File: config.mk
export PLATFORM = sky130hd
export DESIGN_NAME = block_allocator
export DESIGN_NICKNAME = d
export VERILOG_FILES = /design/src/rtl/block_allocator.sv
export SDC_FILE = /design/constraint.sdc
export NUM_CORES = 1
export LEC_CHECK = 0
export CORE_MARGIN = 10
export CORE_UTILIZATION = 51
export CTS_CLUSTER_DIAMETER = 60
export DETAILED_ROUTE_END_ITERATION = 6
export HOLD_SLACK_MARGIN = 0.02
export PLACE_DENSITY = 0.86
export SLEW_MARGIN = 20
export SYNTH_ARGS = -nofsm -noshare
export SYNTH_HDL_FRONTEND = slang
export SYNTH_SLANG_ARGS = --single-unit
File: constraint.sdc
create_clock -name clock -period 6.1 [get_ports clock]
set_clock_uncertainty 0.15 [all_clocks]
set_input_delay 1.22 -clock clock [delete_from_list [all_inputs] [get_ports clock]]
set_output_delay 1.22 -clock clock [all_outputs]
set_load 0.1 [all_outputs]
File: src/rtl/block_allocator.sv
// block_allocator: single-FSM owner of a block RAM port servicing next-fit ALLOC, FREE and MARK
// requests over req/ready/done, with a live free-block count and optional header clear after reset.
module block_allocator #(
   parameter int ADDR_W     = 10,
   parameter int DATA_W     = 32,
   parameter int BLOCK_W    = 5,
   parameter int INIT_CLEAR = 1
) (
   input  logic                      clock,
   input  logic                      resetn,
   input  logic                      req,
   input  logic [1:0]                op,
   input  logic [ADDR_W-1:0]         arg_addr,
   output logic                      ready,
   output logic                      done,
   output logic                      ok,
   output logic [ADDR_W-1:0]         out_address,
   output logic [ADDR_W-BLOCK_W-1:0] free_count,
   output logic [ADDR_W-1:0]         ram_address,
   output logic                      ram_clock,
   output logic [DATA_W-1:0]         ram_data,
   output logic                      ram_wren,
   input  logic [DATA_W-1:0]         ram_q
);
   localparam int NBW = ADDR_W - BLOCK_W;
   localparam logic [ADDR_W-1:0] STRIDE = ADDR_W'(1) << BLOCK_W;
   localparam logic [ADDR_W-1:0] LAST = -STRIDE;
   localparam logic [NBW-1:0] FULL = '1;
   localparam logic [1:0] ALLOC = 2'd0, FREE = 2'd1, MARK = 2'd2;

   typedef enum logic [2:0] {INIT, IDLE, SCAN, RD, CHK, FIN} state_t;

   state_t state;
   logic [1:0] op_r;
   logic [ADDR_W-1:0] ptr, d1;
   logic [NBW-1:0] cnt;
   logic good, flag, bad_arg;

   assign ram_clock = clock;
   assign flag = ram_q[DATA_W-1];
   assign bad_arg = (|arg_addr[BLOCK_W-1:0]) || arg_addr == '0;
   assign ram_data = {state != INIT && op_r != FREE, {(DATA_W-1){1'b0}}};

   // block index advance that skips the null block 0
   function automatic logic [ADDR_W-1:0] nxt(input logic [ADDR_W-1:0] a);
      return (a == LAST) ? STRIDE : a + STRIDE;
   endfunction

   always_ff @(posedge clock or negedge resetn) begin
      if (!resetn) begin
         state       <= INIT_CLEAR != 0 ? INIT : IDLE;
         ready       <= 1'b0;
         done        <= 1'b0;
         ok          <= 1'b0;
         out_address <= '0;
         ram_address <= '0;
         ram_wren    <= 1'b0;
         ptr         <= STRIDE;
         free_count  <= FULL;
         op_r        <= ALLOC;
         d1          <= '0;
         cnt         <= '0;
         good        <= 1'b0;
      end else begin
         done <= 1'b0;
         case (state)
            INIT:
               if (!ram_wren) begin
                  ram_address <= STRIDE;
                  ram_wren    <= 1'b1;
               end else if (ram_address == LAST) begin
                  ram_wren <= 1'b0;
                  ready    <= 1'b1;
                  state    <= IDLE;
               end else
                  ram_address <= ram_address + STRIDE;
            IDLE: begin
               ready <= 1'b1;
               if (req && ready) begin
                  op_r <= op;
                  if (op == ALLOC && free_count != '0) begin
                     ram_address <= ptr;
                     cnt         <= '0;
                     ready       <= 1'b0;
                     state       <= SCAN;
                  end else if ((op == FREE || op == MARK) && !bad_arg) begin
                     ram_address <= arg_addr;
                     ready       <= 1'b0;
                     state       <= RD;
                  end else begin
                     done <= 1'b1;
                     ok   <= 1'b0;
                  end
               end
            end
            // one probe issued per clock; d1 tracks the address whose header is on ram_q
            SCAN:
               if (cnt != '0 && !flag) begin
                  ram_address <= d1;
                  ram_wren    <= 1'b1;
                  good        <= 1'b1;
                  state       <= FIN;
               end else if (cnt == FULL) begin
                  good  <= 1'b0;
                  state <= FIN;
               end else begin
                  d1          <= ram_address;
                  ram_address <= nxt(ram_address);
                  cnt         <= cnt + 1'b1;
               end
            RD: state <= CHK;
            CHK: begin
               good     <= flag == (op_r == FREE);
               ram_wren <= flag == (op_r == FREE);
               state    <= FIN;
            end
            FIN: begin
               ram_wren <= 1'b0;
               done     <= 1'b1;
               ok       <= good;
               ready    <= 1'b1;
               state    <= IDLE;
               if (good) begin
                  free_count <= op_r == FREE ? free_count + 1'b1 : free_count - 1'b1;
                  if (op_r == ALLOC) begin
                     out_address <= ram_address;
                     ptr         <= nxt(ram_address);
                  end
               end
            end
            default: state <= IDLE;
         endcase
      end
   end
endmodule

==> summary.md, run 1 <==
| Metric | Value |
|---|---|
| Outcome | `finished clean` |
| Postcts setup bufs | `0` |
| Initial antenna violation count | `0` |
| Final wirelength | `8.46 mm` |
| Drt first-iter violations | `367` |
| Post-synthesis register bit count | `60` |
| Vias in the first global route | `2855` |
| Die width | `103 um` |
| FP Rows | `30` |
| CP Data Required Time | `4.73 ns` |
| Drt first pass iters | `5` |
| Layout Nets | `447` |
| Post-cts sizing count | `0` |
| Actual slew at the worst max-slew pin | `1.01 ns` |
| Worst-path clk slew | `0.07 ns` |
| Die height | `103 um` |
| Synthesized instance count | `347` |
| Final TNS setup | `0 ns` |
| Final setup fails | `0` |
| Largest net degree at the start of global routing | `61` |
| Slew HR | `0.323` |
| Post-DRT Antenna Nets | `0` |
| Core area | `6790 um2` |
| Unique masters post-synth | `61` |
| VDD IR max | `0.358 mV` |
| Slew Limit Fails | `0` |
| RSZ-0062 raised after global routing | `false` |
| Global Route Usage Sum | `0.166` |
| Setup crit end | `ram_clock` |
| Synth top area share | `0.380` |
| Main synth FF type | `dfrtp_1` |
| Synth warn | `0` |
| Layout cells sized above 1 | `0.157` |
| Crit path launch | `clock` |
| N_diodes | `0` |
| Worst Reg-to-Reg Cells | `5` |
| Pwr dens | `626 nW/um2` |
| Synth-to-layout area growth | `17.0%` |
| Non-Filler Instances | `492` |
| Reg2reg start | `free_count[1]` |
| Ys async rst share | `1.00` |
| Setup Crit Path Kind | `clock port to output pin` |
| Final hold vios | `0` |
| Gpl congestion | `0.859` |
| Max_cap viols | `0` |
| Die area | `10700 um2` |
| Initial Utilization | `0.523` |
| Critical Path Source Type | `clock port` |
| Number of synthesized flops with an enable pin | `0` |
| DRC | `0` |
| Worst hold-check path type | `register to register` |
| GRT overflow | `0` |
| Worst Setup End Kind | `output pin` |
| Clk_lat worst skew | `0.46 ns` |
| IO Count | `109` |
| Largest area contributor in the netlist | `dfrtp_1` |
| Detailed placer's ending HPWL | `6.00 mm` |
| Sequential cell area fraction in the yosys report | `0.425` |
| Cells after DPL | `473` |
| R2R Path End | `ram_address[8]` |
| Static leakage | `1.94 nW` |
| Via/cell ratio | `5.66` |
| Post-Syn Area | `3550 um2` |
| Synth area leaders | `dfrtp_1 38%, buf_4 7.0%, nand2_1 4.8%` |
| CP Data Arrival Time | `4.23 ns` |
| First-pass GRT wire length | `13.8 mm` |
| TritonCTS clock tree | `yes` |
| Drt wl/cell | `17.2 um` |
| Vias | `2786` |
| Crit-path max FO | `2` |
| R2R setup slack | `3.32 ns` |
| # hold bufs at CTS | `0` |
| PortBufs | `46` |
| Syn avg cell area | `10.2 um2` |
-- where the power goes --
group | switching [W] | total (W) | internal [W]
clock | 0.000227 | 0.000468 | 0.000241
sequential | 0.000171 | 0.000715 | 0.000543
combinational | 0.000996 | 0.00142 | 0.000424
total | 0.00139 | 0.00260 | 0.00121
-- flip-flops by register name, summed over array words and instances (netlist names), 2 cells and up --
name         flops
op_r             2
ram_address     10
out_address     10
state            3
free_count       5
cnt              5
ptr             10
d1              10
-- metal layers --
layer  up-vias  GRT usage  wire [um]
met2       145      0.264       4170
met3        26     0.0472        627
li1       1257          -          -
met5         -          0          0
met4         0     0.0941        207
met1      1358      0.197       3450
-- cell type report --
cell class	instances	area (um2)
fillers	555	2640
multi-input cells	258	1790
flip-flops and latches	60	1510
repair buffers	46	453
clock buffers	14	179
well taps	96	120
clock inverters	6	65.1
inverters	12	45.0
-- stage by stage --
stage / instance area [um2] / setup slack (ns) / total power (W) / utilization / hold slack, ns
floorplan: 3670 / 1.47 / 0.00190 / - / 0.295
global placement: 3920 / 0.740 / 0.00215 / 0.577 / 0.309
detailed placement: 3920 / 0.740 / 0.00219 / 0.577 / 0.312
CTS: 4160 / 0.485 / 0.00261 / 0.612 / 0.330
global route: 4160 / 0.476 / 0.00274 / 0.612 / 0.349
finish: 4160 / 0.499 / 0.00260 / 0.612 / 0.332
-- cells in the mapped netlist, types with 2 or more instances --
cell type and number:
a22o_1 2, nor2b_1 5, dfrtp_1 54, a41oi_1 2, nand3_1 9, or3_1 2, mux2_4 8, a21o_1 4
nor2_1 13, nor3_1 5, o2bb2ai_1 6, nand2_2 2, inv_1 12, mux2i_1 14, a2bb2oi_1 2, a21oi_1 11
o21ai_0 19, o21a_1 2, or4_1 2, xnor2_1 6, o32ai_1 2, mux2_2 13, buf_4 33, o22a_1 5
buf_2 5, dfstp_2 6, a31oi_1 2, o211a_1 2, o211ai_1 2, o211ai_2 2, o221ai_1 2, nand2_1 45
and3_1 2, nand2b_1 3, clkbuf_1 6, xor2_1 5, ha_1 8
-- placed cells by master (no fill, tap or decap), types with 8 or more instances in the layout --
master / n
inv_1: 12
clkdlybuf4s50_1: 45
clkbuf_8: 12
nand3_1: 9
mux2i_1: 14
ha_1: 8
conb_1: 31
mux2_4: 8
mux2_2: 13
a21oi_1: 11
dfrtp_1: 54
nand2_1: 45
o21ai_0: 19
nor2_1: 13
-- worst min-delay path by stage --
stage	start	end	slack (ns)	depth (start not counted)
6_report	out_address[5]	out_address[5]	0.33	2
5_1_grt	d1[8]	d1[8]	0.35	2
4_1_cts	d1[9]	d1[9]	0.33	2
3_5_place_dp	d1[9]	d1[9]	0.31	2
3_3_place_gp	d1[1]	d1[1]	0.31	2
2_1_floorplan	d1[7]	d1[7]	0.29	2
-- logic make-up after synthesis --
logic type,after synthesis,share of synthesized area
mux,35,0.114
other cells,1,0.00106
fa+ha+maj,9,0.0338
compound gates,73,0.151
buf+inv,59,0.105
flops,60,0.425
simple gates,99,0.144
xor+xnor,11,0.0271
-- worst max-delay path, stage by stage --
cell and delay, ns:
clkbuf_8 0.11, clkbuf_8 0.11, clkdlybuf4s50_1 0.96
No activity file was read; power rests on OpenSTA's default activity.
==> run 2: changes to the inputs <==
- CTS_CLUSTER_SIZE: default -> 12
==> results of run 2 <==
Same layout as run 1: the final DEF is identical, and so are final timing and power.
==> run 3: changes to the inputs <==
- CORE_ASPECT_RATIO: default -> 0.7
==> summary.md, run 3 (synthesis results as in run 1) <==
| Metric | Value |
|---|---|
| Final hold vios | `0 (unchanged)` |
| Die height | `89.8 um (-13%)` |
| Vias in the first global route | `2659 (-6.9%)` |
| Gpl congestion | `0.962 (+12%)` |
| Worst-path cell chain | `clkbuf_8 > clkbuf_8 > clkdlybuf4s50_1` |
| Final TNS setup | `0 ns (unchanged)` |
| Detailed placer's ending HPWL | `6.03 mm (+0.47%)` |
| Sw Pwr | `0.00138 W (-1.1%)` |
| Drt first pass iters | `5 (unchanged)` |
| Pre-CTS setup slack | `0.740 ns (unchanged)` |
| Drt first-iter violations | `178 (-51%)` |
| CP Data Arrival Time | `4.24 ns (about the same)` |
| Slew HR | `0.327 (+0.00424)` |
| Largest delay contributor family on the critical path | `buffers and inverters` |
| IO Count | `109 (unchanged)` |
| Largest net degree at the start of global routing | `61 (unchanged)` |
| Max stage delay on crit path | `0.96 ns (about the same)` |
| Cells after DPL | `471 (-0.42%)` |
| Core area | `6760 um2 (-0.55%)` |
| Worst Reg-to-Reg Cells | `5 (unchanged)` |
| Post-DRT Antenna Nets | `0 (unchanged)` |
| Critical path's slowest cell | `clkdlybuf4s50_1` |
| Worst-path clk slew | `0.06 ns (about the same)` |
| PortBufs | `46 (unchanged)` |
| Initial antenna violation count | `0 (unchanged)` |
| Die width | `120 um (+16%)` |
| Post-cts sizing count | `0 (unchanged)` |
| Min-delay src | `ptr[8]` |
| VDD IR max | `0.413 mV (+15%)` |
| Worst Setup End Kind | `output pin` |
| Final setup fails | `0 (unchanged)` |
| Via/cell ratio | `5.47 (-3.4%)` |
| Most frequent CP cell | `clkbuf_8` |
| Worst Hold Path Cells | `2 (unchanged)` |
| Pwr dens | `632 nW/um2 (+0.85%)` |
| CP Buf/Inv Count | `3 (unchanged)` |
| Die area | `10800 um2 (+0.50%)` |
| R2R setup slack | `3.33 ns (about the same)` |
| Layout cells sized above 1 | `0.157 (unchanged)` |
| # hold bufs at CTS | `0 (unchanged)` |
| Vias | `2680 (-3.8%)` |
| Reg2reg start | `free_count[1]` |
| Hold Path End | `ptr[8]` |
| RSZ-0062 raised after global routing | `false` |
| TritonCTS clock tree | `yes` |
| Clk_lat worst skew | `0.46 ns (about the same)` |
| Final Util | `0.619 (+0.00655)` |
| R2R Path End | `ram_address[8]` |
| FP Rows | `25 (-17%)` |
| Setup Crit Path Kind | `clock port to output pin` |
| First-pass GRT wire length | `13.7 mm (-1.0%)` |
| Crit-path max FO | `2 (unchanged)` |
| GRT overflow | `0 (unchanged)` |
| DRC | `0 (unchanged)` |
| Worst hold-check path type | `register to register` |
| Global Route Usage Sum | `0.155 (-0.0106)` |
| Layout Nets | `447 (unchanged)` |
| Commonest non-fill, non-tap cell in the layout | `dfrtp_1` |
| Cell internal pwr | `0.00126 W (+4.2%)` |
| Sequential power share | `0.271 (-0.004)` |
| N_diodes | `0 (unchanged)` |
| Gate power share | `0.535 (-0.011)` |
| Postcts setup bufs | `0 (unchanged)` |
| Initial Utilization | `0.526 (+0.00291)` |
| Clock share of power | `0.194 (+0.014)` |
| Slew Limit Fails | `0 (unchanged)` |
| Outcome | `finished clean` |
| Hold WS | `0.331 ns (-0.00107 ns)` |
| Critical Path Source Type | `clock port` |
| Most frequent cells in the layout | `54 x dfrtp_1, 45 x nand2_1, 45 x clkdlybuf4s50_1` |
| Final wirelength | `8.40 mm (-0.72%)` |
| Drt wl/cell | `17.1 um (-0.32%)` |
| Synth-to-layout area growth | `17.6%` |
| CP Data Required Time | `4.73 ns (about the same)` |
| Max_cap viols | `0 (unchanged)` |
| Static leakage | `1.96 nW (+0.87%)` |
| Non-Filler Instances | `490 (-0.41%)` |
| Switching Fraction | `0.523 (-0.0128)` |
| Worst setup margin | `0.495 ns (-0.00452 ns)` |
| Actual slew at the worst max-slew pin | `1.01 ns (-0.00578 ns)` |
run 3: cell count changes in the layout (fill, tap and decap cells not counted):
cell        delta
bufinv_16      +1
clkinv_4       -2
clkbuf_8       +1
clkinv_2       +1
clkinvlp_4     -1
run 3: layout make-up:
type | count | area, um2
fillers | 563 | 2580
multi-input cells | 258 | 1790
flip-flops and latches | 60 | 1510
repair buffers | 46 | 453
clock buffers | 15 | 193
well taps | 94 | 118
clock inverters | 5 | 75.1
inverters | 12 | 45.0
run 3: per-stage QoR:
stage / power (W) / area, um2
detailed placement: 0.00219 / 3920
global route: 0.00279 / 4180
finish: 0.00264 / 4180
floorplan: 0.00190 / 3670
CTS: 0.00264 / 4180
global placement: 0.00215 / 3920
run 3: per-layer routing:
layer  vias to the layer above  share of wire  GRT usage
li1                       1255              -          -
met1                      1284           0.45      0.211
met2                       132           0.44      0.213
met3                         9          0.096     0.0725
met4                         0         0.0086     0.0461
met5                         -              0          0
run 3: power groups by stage:
stage / registers, W / logic (W) / clock network (W)
final: 0.000715 / 0.00141 / 0.000511
after global routing: 0.000740 / 0.00150 / 0.000541
after CTS: 0.000711 / 0.00141 / 0.000519
after detailed placement: 0.000717 / 0.00141 / 0.0000644
after global placement: 0.000707 / 0.00138 / 0.0000644
after floorplan: 0.00111 / 0.000727 / 0.0000619
run 3: worst max path at each step:
stage	depth (start not counted)	start	end	slack, ns
floorplan	1	clock	ram_clock	1.47
global placement	1	clock	ram_clock	0.74
detailed placement	1	clock	ram_clock	0.74
CTS	3	clock	ram_clock	0.48
global route	3	clock	ram_clock	0.48
finish	3	clock	ram_clock	0.49
run 3: worst min-delay path, cell delays in order, from the launching register on:
cell and delay [ns]:
dfrtp_1 0.34, nand2_1 0.04, o21ai_0 0.06
